==> config.mk <==
export PLATFORM = sky130hd
export DESIGN_NAME = fx2_cmd_bridge_flat
export DESIGN_NICKNAME = d
export VERILOG_FILES = /design/src/rtl/fx2_bridge_pkg.sv /design/src/rtl/fx2_cmd_bridge_if.sv /design/src/rtl/fx2_reply_fifo.sv /design/src/rtl/fx2_cmd_bridge.sv /design/src/flat_wrapper.sv
export SDC_FILE = /design/constraint.sdc
export NUM_CORES = 1
export LEC_CHECK = 0
export BUFFER_PORTS_ARGS = -buffer_cell sky130_fd_sc_hd__buf_2
export CAP_MARGIN = 20
export CORE_MARGIN = 2
export CORE_UTILIZATION = 55
export DETAILED_ROUTE_END_ITERATION = 8
export GPL_TIMING_DRIVEN = 1
export HOLD_SLACK_MARGIN = 0.15
export PLACE_DENSITY_LB_ADDON = 0.08
export SETUP_SLACK_MARGIN = 0.3
export SLEW_MARGIN = 20
export SYNTH_ARGS = -nofsm -noshare
export SYNTH_HDL_FRONTEND = slang
export SYNTH_HIERARCHICAL = 1
export SYNTH_SLANG_ARGS = --single-unit
==> constraint.sdc <==
create_clock -name FX2_CLK -period 4.9 [get_ports FX2_CLK]
set_clock_uncertainty 0.2 [all_clocks]
set_input_delay 0.49 -clock FX2_CLK [delete_from_list [all_inputs] [get_ports FX2_CLK]]
set_output_delay 0.49 -clock FX2_CLK [all_outputs]
set_load 0.05 [all_outputs]
==> src/rtl/fx2_bridge_pkg.sv <==
// rtl/fx2_bridge_pkg.sv - shared opcodes, reply tags, parser states and frame width
package fx2_bridge_pkg;

    localparam logic [7:0] OP_WRITE   = 8'h01;
    localparam logic [7:0] OP_READ    = 8'h02;
    localparam logic [7:0] OP_STATUS  = 8'h04;

    localparam logic [7:0] TAG_READ   = 8'hA2;
    localparam logic [7:0] TAG_STATUS = 8'hA4;

    localparam int FRAME_W = 32;

    typedef enum logic [1:0] {
        ST_IDLE,
        ST_GET_ADDR,
        ST_GET_HI,
        ST_GET_LO
    } parse_state_e;

endpackage

==> src/rtl/fx2_cmd_bridge_if.sv <==
// rtl/fx2_cmd_bridge_if.sv - command/reply/register bus bundle between FX2 bridge, register file and command bridge
interface fx2_cmd_bridge_if;

    logic [7:0]  CMD;
    logic        CMD_WR;
    logic        REQUEST_LENGTH;
    logic [15:0] LENGTH;
    logic [7:0]  FPGA_WORD;
    logic        FPGA_WORD_AVAILABLE;
    logic        FPGA_WORD_ACCEPTED;
    logic [7:0]  REG_ADDR;
    logic [15:0] REG_WDATA;
    logic        REG_WR;
    logic        REG_RD;
    logic [15:0] REG_RDATA;
    logic [7:0]  ERR_COUNT;
    logic        OVERFLOW;

    // Bridge-side view (the command bridge itself)
    modport slave (
        input  CMD, CMD_WR, REQUEST_LENGTH, FPGA_WORD_ACCEPTED, REG_RDATA,
        output LENGTH, FPGA_WORD, FPGA_WORD_AVAILABLE, REG_ADDR, REG_WDATA,
        output REG_WR, REG_RD, ERR_COUNT, OVERFLOW
    );

    // Environment view: FX2 bridge plus register file
    modport master (
        output CMD, CMD_WR, REQUEST_LENGTH, FPGA_WORD_ACCEPTED, REG_RDATA,
        input  LENGTH, FPGA_WORD, FPGA_WORD_AVAILABLE, REG_ADDR, REG_WDATA,
        input  REG_WR, REG_RD, ERR_COUNT, OVERFLOW
    );

endinterface

==> src/rtl/fx2_reply_fifo.sv <==
// rtl/fx2_reply_fifo.sv - reply FIFO: whole 32-bit frames in, bytes out MSB first
module fx2_reply_fifo
    import fx2_bridge_pkg::*;
#(
    parameter int DEPTH_WORDS = 16
) (
    input  logic               clk,
    input  logic               rst,
    input  logic               push,
    input  logic [FRAME_W-1:0] frame,
    output logic               full,
    output logic [7:0]         byte_out,
    output logic               available,
    input  logic               accepted
);

    localparam int AW = $clog2(DEPTH_WORDS);

    logic [AW:0]        wr_q, wr_d, rd_q, rd_d;
    logic [1:0]         idx_q, idx_d;
    logic [FRAME_W-1:0] mem_q [DEPTH_WORDS];
    logic [FRAME_W-1:0] head;
    logic               do_push;

    // Extra pointer bit tells full from empty when the indices match
    assign available = (wr_q != rd_q);
    assign full      = (wr_q[AW] != rd_q[AW]) && (wr_q[AW-1:0] == rd_q[AW-1:0]);
    assign do_push   = push && !full;
    assign head      = mem_q[rd_q[AW-1:0]];

    always_comb begin
        byte_out = 8'h00;
        if (available) begin
            case (idx_q)
                2'd0:    byte_out = head[31:24];
                2'd1:    byte_out = head[23:16];
                2'd2:    byte_out = head[15:8];
                default: byte_out = head[7:0];
            endcase
        end
    end

    always_comb begin
        wr_d  = wr_q + {{AW{1'b0}}, do_push};
        rd_d  = rd_q;
        idx_d = idx_q;
        if (accepted && available) begin
            idx_d = idx_q + 2'd1;
            if (idx_q == 2'd3) begin
                rd_d = rd_q + {{AW{1'b0}}, 1'b1};
            end
        end
    end

    always_ff @(posedge clk) begin
        if (rst) begin
            wr_q  <= '0;
            rd_q  <= '0;
            idx_q <= 2'd0;
        end else begin
            wr_q  <= wr_d;
            rd_q  <= rd_d;
            idx_q <= idx_d;
        end
    end

    always_ff @(posedge clk) begin
        if (do_push) begin
            mem_q[wr_q[AW-1:0]] <= frame;
        end
    end

endmodule

==> src/rtl/fx2_cmd_bridge.sv <==
// rtl/fx2_cmd_bridge.sv - command parser, register bus strobes, reply framing, LENGTH/ERR counters
// Optional STATUS opcode enabled by defining FX2_BRIDGE_STATUS_EN.
module fx2_cmd_bridge
    import fx2_bridge_pkg::*;
#(
    parameter int DEPTH_WORDS = 16
) (
    input  logic              FX2_CLK,
    input  logic              RESET,
    fx2_cmd_bridge_if.slave   bus
);

    parse_state_e       state_q, state_d, cur;
    logic               is_read_q, is_read_d;
    logic [7:0]         hi_q, hi_d;
    logic [7:0]         reg_addr_q, reg_addr_d;
    logic [15:0]        reg_wdata_q, reg_wdata_d;
    logic               reg_wr_q, reg_wr_d;
    logic               reg_rd_q, reg_rd_d;
    logic               rd_wait_q, rd_wait_d;
    logic [7:0]         err_q, err_d;
    logic [15:0]        len_q, len_d;
    logic [15:0]        cnt_q, cnt_d, cnt_inc;
    logic               ovf_q, ovf_d;
    logic [1:0]         err_inc;
    logic [8:0]         err_sum;
    logic               push, full, avail, stat_push;
    logic [FRAME_W-1:0] frame, stat_frame;
    logic [7:0]         fifo_byte;

`ifdef FX2_BRIDGE_STATUS_EN
    logic       stat_new;
    logic [1:0] stat_pend_q, stat_pend_d;
`endif

    always_comb begin
        state_d     = state_q;
        is_read_d   = is_read_q;
        hi_d        = hi_q;
        reg_addr_d  = reg_addr_q;
        reg_wdata_d = reg_wdata_q;
        reg_wr_d    = 1'b0;
        reg_rd_d    = 1'b0;
        rd_wait_d   = reg_rd_q;
        err_inc     = 2'd0;
`ifdef FX2_BRIDGE_STATUS_EN
        stat_new    = 1'b0;
`endif
        // A burst start aborts a partial command before the same-cycle byte is parsed
        cur = state_q;
        if (bus.REQUEST_LENGTH && (state_q != ST_IDLE)) begin
            cur     = ST_IDLE;
            err_inc = 2'd1;
        end
        state_d = cur;
        if (bus.CMD_WR) begin
            case (cur)
                ST_IDLE: begin
                    if (bus.CMD == OP_WRITE) begin
                        state_d   = ST_GET_ADDR;
                        is_read_d = 1'b0;
                    end else if (bus.CMD == OP_READ) begin
                        state_d   = ST_GET_ADDR;
                        is_read_d = 1'b1;
`ifdef FX2_BRIDGE_STATUS_EN
                    end else if (bus.CMD == OP_STATUS) begin
                        stat_new  = 1'b1;
`endif
                    end else begin
                        err_inc = err_inc + 2'd1;
                    end
                end
                ST_GET_ADDR: begin
                    reg_addr_d = bus.CMD;
                    if (is_read_q) begin
                        reg_rd_d = 1'b1;
                        state_d  = ST_IDLE;
                    end else begin
                        state_d  = ST_GET_HI;
                    end
                end
                ST_GET_HI: begin
                    hi_d    = bus.CMD;
                    state_d = ST_GET_LO;
                end
                default: begin
                    reg_wdata_d = {hi_q, bus.CMD};
                    reg_wr_d    = 1'b1;
                    state_d     = ST_IDLE;
                end
            endcase
        end
        err_sum = {1'b0, err_q} + {7'b0, err_inc};
        err_d   = err_sum[8] ? 8'hFF : err_sum[7:0];
    end

`ifdef FX2_BRIDGE_STATUS_EN
    // A status frame yields to a same-cycle read reply and stays pending
    always_comb begin
        stat_push   = (stat_pend_q != 2'd0) && !rd_wait_q;
        stat_pend_d = stat_pend_q + {1'b0, stat_new} - {1'b0, stat_push};
        stat_frame  = {TAG_STATUS, err_q, 6'b0, ovf_q, avail, 8'h00};
    end

    always_ff @(posedge FX2_CLK) begin
        if (RESET) stat_pend_q <= 2'd0;
        else       stat_pend_q <= stat_pend_d;
    end
`else
    assign stat_push  = 1'b0;
    assign stat_frame = '0;
`endif

    // reg_addr_q still holds the read address when REG_RDATA arrives
    assign push  = rd_wait_q || stat_push;
    assign frame = rd_wait_q ? {TAG_READ, reg_addr_q, bus.REG_RDATA} : stat_frame;

    always_comb begin
        ovf_d   = ovf_q || (push && full);
        cnt_inc = (cnt_q == 16'hFFFF) ? cnt_q
                                      : cnt_q + {15'b0, (bus.FPGA_WORD_ACCEPTED && avail)};
        len_d   = len_q;
        cnt_d   = cnt_inc;
        if (bus.REQUEST_LENGTH) begin
            len_d = cnt_inc;
            cnt_d = 16'h0000;
        end
    end

    always_ff @(posedge FX2_CLK) begin
        if (RESET) begin
            state_q     <= ST_IDLE;
            is_read_q   <= 1'b0;
            hi_q        <= 8'h00;
            reg_addr_q  <= 8'h00;
            reg_wdata_q <= 16'h0000;
            reg_wr_q    <= 1'b0;
            reg_rd_q    <= 1'b0;
            rd_wait_q   <= 1'b0;
            err_q       <= 8'h00;
            len_q       <= 16'h0000;
            cnt_q       <= 16'h0000;
            ovf_q       <= 1'b0;
        end else begin
            state_q     <= state_d;
            is_read_q   <= is_read_d;
            hi_q        <= hi_d;
            reg_addr_q  <= reg_addr_d;
            reg_wdata_q <= reg_wdata_d;
            reg_wr_q    <= reg_wr_d;
            reg_rd_q    <= reg_rd_d;
            rd_wait_q   <= rd_wait_d;
            err_q       <= err_d;
            len_q       <= len_d;
            cnt_q       <= cnt_d;
            ovf_q       <= ovf_d;
        end
    end

    fx2_reply_fifo #(.DEPTH_WORDS(DEPTH_WORDS)) u_fifo (
        .clk       (FX2_CLK),
        .rst       (RESET),
        .push      (push),
        .frame     (frame),
        .full      (full),
        .byte_out  (fifo_byte),
        .available (avail),
        .accepted  (bus.FPGA_WORD_ACCEPTED)
    );

    assign bus.LENGTH              = len_q;
    assign bus.FPGA_WORD           = fifo_byte;
    assign bus.FPGA_WORD_AVAILABLE = avail;
    assign bus.REG_ADDR            = reg_addr_q;
    assign bus.REG_WDATA           = reg_wdata_q;
    assign bus.REG_WR              = reg_wr_q;
    assign bus.REG_RD              = reg_rd_q;
    assign bus.ERR_COUNT           = err_q;
    assign bus.OVERFLOW            = ovf_q;

endmodule

==> src/flat_wrapper.sv <==
// flat-port wrapper written by rule: the top's interface ports become plain ports
module fx2_cmd_bridge_flat import fx2_bridge_pkg::*;
#(
    parameter int DEPTH_WORDS = 16
)
  (FX2_CLK, RESET, bus_CMD, bus_CMD_WR, bus_REQUEST_LENGTH, bus_FPGA_WORD_ACCEPTED, bus_REG_RDATA, bus_LENGTH, bus_FPGA_WORD, bus_FPGA_WORD_AVAILABLE, bus_REG_ADDR, bus_REG_WDATA, bus_REG_WR, bus_REG_RD, bus_ERR_COUNT, bus_OVERFLOW);
  fx2_cmd_bridge_if bus_i ();
  input  logic FX2_CLK;
  input  logic RESET;
  input wire logic [$bits(bus_i.CMD)-1:0] bus_CMD;
  input wire logic [$bits(bus_i.CMD_WR)-1:0] bus_CMD_WR;
  input wire logic [$bits(bus_i.REQUEST_LENGTH)-1:0] bus_REQUEST_LENGTH;
  input wire logic [$bits(bus_i.FPGA_WORD_ACCEPTED)-1:0] bus_FPGA_WORD_ACCEPTED;
  input wire logic [$bits(bus_i.REG_RDATA)-1:0] bus_REG_RDATA;
  output wire logic [$bits(bus_i.LENGTH)-1:0] bus_LENGTH;
  output wire logic [$bits(bus_i.FPGA_WORD)-1:0] bus_FPGA_WORD;
  output wire logic [$bits(bus_i.FPGA_WORD_AVAILABLE)-1:0] bus_FPGA_WORD_AVAILABLE;
  output wire logic [$bits(bus_i.REG_ADDR)-1:0] bus_REG_ADDR;
  output wire logic [$bits(bus_i.REG_WDATA)-1:0] bus_REG_WDATA;
  output wire logic [$bits(bus_i.REG_WR)-1:0] bus_REG_WR;
  output wire logic [$bits(bus_i.REG_RD)-1:0] bus_REG_RD;
  output wire logic [$bits(bus_i.ERR_COUNT)-1:0] bus_ERR_COUNT;
  output wire logic [$bits(bus_i.OVERFLOW)-1:0] bus_OVERFLOW;
  assign bus_i.CMD = bus_CMD;
  assign bus_i.CMD_WR = bus_CMD_WR;
  assign bus_i.REQUEST_LENGTH = bus_REQUEST_LENGTH;
  assign bus_i.FPGA_WORD_ACCEPTED = bus_FPGA_WORD_ACCEPTED;
  assign bus_i.REG_RDATA = bus_REG_RDATA;
  assign bus_LENGTH = bus_i.LENGTH;
  assign bus_FPGA_WORD = bus_i.FPGA_WORD;
  assign bus_FPGA_WORD_AVAILABLE = bus_i.FPGA_WORD_AVAILABLE;
  assign bus_REG_ADDR = bus_i.REG_ADDR;
  assign bus_REG_WDATA = bus_i.REG_WDATA;
  assign bus_REG_WR = bus_i.REG_WR;
  assign bus_REG_RD = bus_i.REG_RD;
  assign bus_ERR_COUNT = bus_i.ERR_COUNT;
  assign bus_OVERFLOW = bus_i.OVERFLOW;
  fx2_cmd_bridge #(.DEPTH_WORDS(DEPTH_WORDS)) u_core (.FX2_CLK(FX2_CLK), .RESET(RESET), .bus(bus_i));
endmodule
==> metrics.yaml <==
run_status:
  status: "complete, no violations"
cts:
  clk_pin_slew_ps: 60
  clock_latency_ps: 610
  cts_tree: "built"
  numCtsBuffers: 59
  cts_buffer_depth: 3
  clockRootBuffer: "clkbuf_16"
  htree_levels: 2
  post_cts_buffers: 0
  cts.sinks: 607
worst_setup_path:
  worstPathRequired_ps: 4210
  end_kind: "output pin"
  worstPathArrival_ps: 3670
  startpoint: "u_core/u_fifo/idx_q[1]"
  slowest_delay_ps: 960
  worstReg2RegStart: "u_core/u_fifo/wr_q[2]"
  crit_path_top_delay_cell: "nor2b_1"
  cp_max_fo: 10
  crit_chain: "ha_1, nor2b_1, a32oi_1, and3_1, buf_2"
  cp_top_family: "simple AND/OR/NAND/NOR gates"
  start_kind: "flop"
  crit_buf_inv: 1
  crit_type: "reg2out"
global_routing:
  grt_antenna_before_repair: 2
  grt_util_all_layers: 0.250
  grt_max_degree: 74
  grt_pass1_vias: 13200
  gr-total-overflow: 0
  grt_first_pass_wirelength_um: 81700
layout:
  nets: 1651
  nFillCells: 3152
  multi_input_area_sq_um: 6620
  fin_cells: 2240
  syn2layout_area_growth_pct: 14.0
  ff_latch_area_sq_um: 17300
  drive_gt1_frac: 0.205
die:
  die_h_um: 213
  core_sq_um: 43100
  rows: 76
  dieArea_sq_um: 45300
  start_util: 0.557
  die_x_um: 213
  ios: 89
power:
  p_leak_nw: 8.95
  pwr-share-seq: 0.565
  p_sw_mw: 1.91
  internal_power_mw: 7.89
  swShare: 0.195
  power-per-cell-area_nw_per_um2: 358
  ir_worst_vdd_mv: 0.263
  finalPower_mw: 9.80
  pwr-share-comb: 0.009
  pwr-share-clk: 0.426
synthesis:
  synth.most_common_cell: "edfxtp_1"
  yosys.area.top_type: "edfxtp_1"
  synth_edf_count: 512
  async_reset_ff_frac: 0
  yosysWarnings: 6
  ys_dominant_reg_cell: "edfxtp_1"
  ys_top_cells_by_count: "edfxtp_1, nand2_1, mux4_2"
  syn_area_sq_um: 24000
  ys_seq_area_frac: 0.721
  netlist.area_leader.share: 0.641
  syn_inst: 1410
  synth.area.top_cells: "edfxtp_1, mux4_2, dfxtp_1, mux2i_1, nand2_1"
  synth_cell_types: 70
  ys_ff_latch: 607
  syn_avg_cell_area_sq_um: 17.0
worst_hold_path:
  hp-start: "RESET"
  hp-class: "in2reg"
route:
  drt_first_pass_iters: 5
  vias_per_cell: 5.90
  drc_errors: 0
  drt_iter0_drc: 1029
  ant_nets: 0
  drt-wirelength-per-cell_um: 24.6
  drt-total-wl_um: 55100
  num_vias: 13200
sta:
  slew_headroom: 0.242
  worstMarginPinSlew_ps: 1130
  period_needed_ps: 4360
  rsz0062_at_grt: "false"
  timing.hold.ws_ps: 180
  setup_tns_ps: 0
  setup_viol_count_final: 0
  max_freq_ghz: 0.229
  drv_slew: 0
  hold_viol: 0
  final.period_utilization: 0.890
flow_run:
  maxCapViolCount: 0
placed_design:
  io_buffers: 88
  place.gp.congestion: 0.839
  hpwl_um: 32200
  dp_cells: 2123
[layout make-up]
cell class,count,share of cell area
Inverter,22,0.00302
Sequential cell,607,0.632
Antenna cell,1,0.0000915
Clock inverter,18,0.00343
Timing Repair Buffer,133,0.0317
Multi-Input combinational cell,786,0.242
Tap cell,585,0.0268
Clock buffer,88,0.0609
[flip-flops by register name, indices dropped and copies added (netlist names), named ones only]
name / cells
u_core/hi_q: 8
u_core/u_fifo/rd_q: 5
u_core/u_fifo/wr_q: 5
u_core/bus.LENGTH: 16
u_core/bus.REG_WR: 1
u_core/bus.REG_RD: 1
u_core/is_read_q: 1
u_core/u_fifo/idx_q: 2
u_core/push: 1
u_core/state_q: 2
u_core/bus.OVERFLOW: 1
u_core/u_fifo/mem_q: 512
u_core/bus.REG_WDATA: 16
u_core/bus.ERR_COUNT: 8
u_core/bus.REG_ADDR: 8
u_core/cnt_q: 16
[metrics by stage]
| stage | worst slack (ps) | area (sq um) | util |
|---|---|---|---|
| after floorplan | -239 | 24300 | - |
| after global placement | 1200 | 25500 | 0.592 |
| after detailed placement | 1220 | 25500 | 0.592 |
| after CTS | 563 | 27300 | 0.635 |
| after global routing | 508 | 27300 | 0.635 |
| final | 541 | 27300 | 0.635 |
[metal layers]
layer	track usage	share of wire	up-vias
met2	0.414	0.49	439
li1	-	-	5884
met1	0.342	0.42	6800
met5	0	0	-
met3	0.0475	0.065	94
met4	0.0719	0.025	0
[cells in the final DEF, fill, tap and decap left out, types with 9 or more instances in the layout]
cell	instances
mux4_2	102
clkbuf_16	60
mux2i_1	85
inv_1	20
edfxtp_1	512
dlygate4sd3_1	10
buf_2	88
a311oi_1	9
conb_1	80
xnor2_1	9
a31oi_1	10
ha_1	12
nor3_1	9
a21oi_1	62
o21ai_0	13
and2_1	28
clkbuf_1	17
xor2_1	9
buf_4	30
nand3_1	23
nor2_1	56
nand2_1	113
dfxtp_1	91
a22oi_1	17
nor2b_1	11
nand4_1	12
clkinv_1	12
[power groups by stage]
| stage | combinational (mW) | clock [mW] | sequential, mW |
|---|---|---|---|
| final | 0.0905 | 4.17 | 5.53 |
| after global routing | 0.101 | 4.45 | 5.53 |
| after CTS | 0.0889 | 4.26 | 5.53 |
| after detailed placement | 0.0825 | 0 | 5.64 |
| after global placement | 0.0815 | 0 | 5.64 |
| after floorplan | 0.0336 | 0 | 5.66 |
[path summary, 6_finish.rpt]
kind | end | cells past startpoint | slack (ps)
worst min-delay path | flop | 2 | 180
worst max-delay path | bus_FPGA_WORD[4] | 5 | 540
worst max register to register | u_core/bus.LENGTH[14] | 10 | 1170
worst min register to register | u_core/bus.REG_WDATA[11] | 2 | 250
[what timing repair did]
| action | CTS | global route |
|---|---|---|
| hold endpoints to repair | 29 | 0 |
| gates resized for setup | 0 | 0 |
| hold buffers | 10 | 0 |
[cells by family after synthesis]
logic type,share of synthesized area
multiplexers,0.132
AND/OR/NAND/NOR,0.0641
flip-flops,0.721
AO/OA/AOI/OAI,0.0487
adder cells (fa/ha/maj),0.00710
buffers and inverters,0.0207
XOR/XNOR,0.00658
other,0.000156
Power figures use the tool's default switching activity.
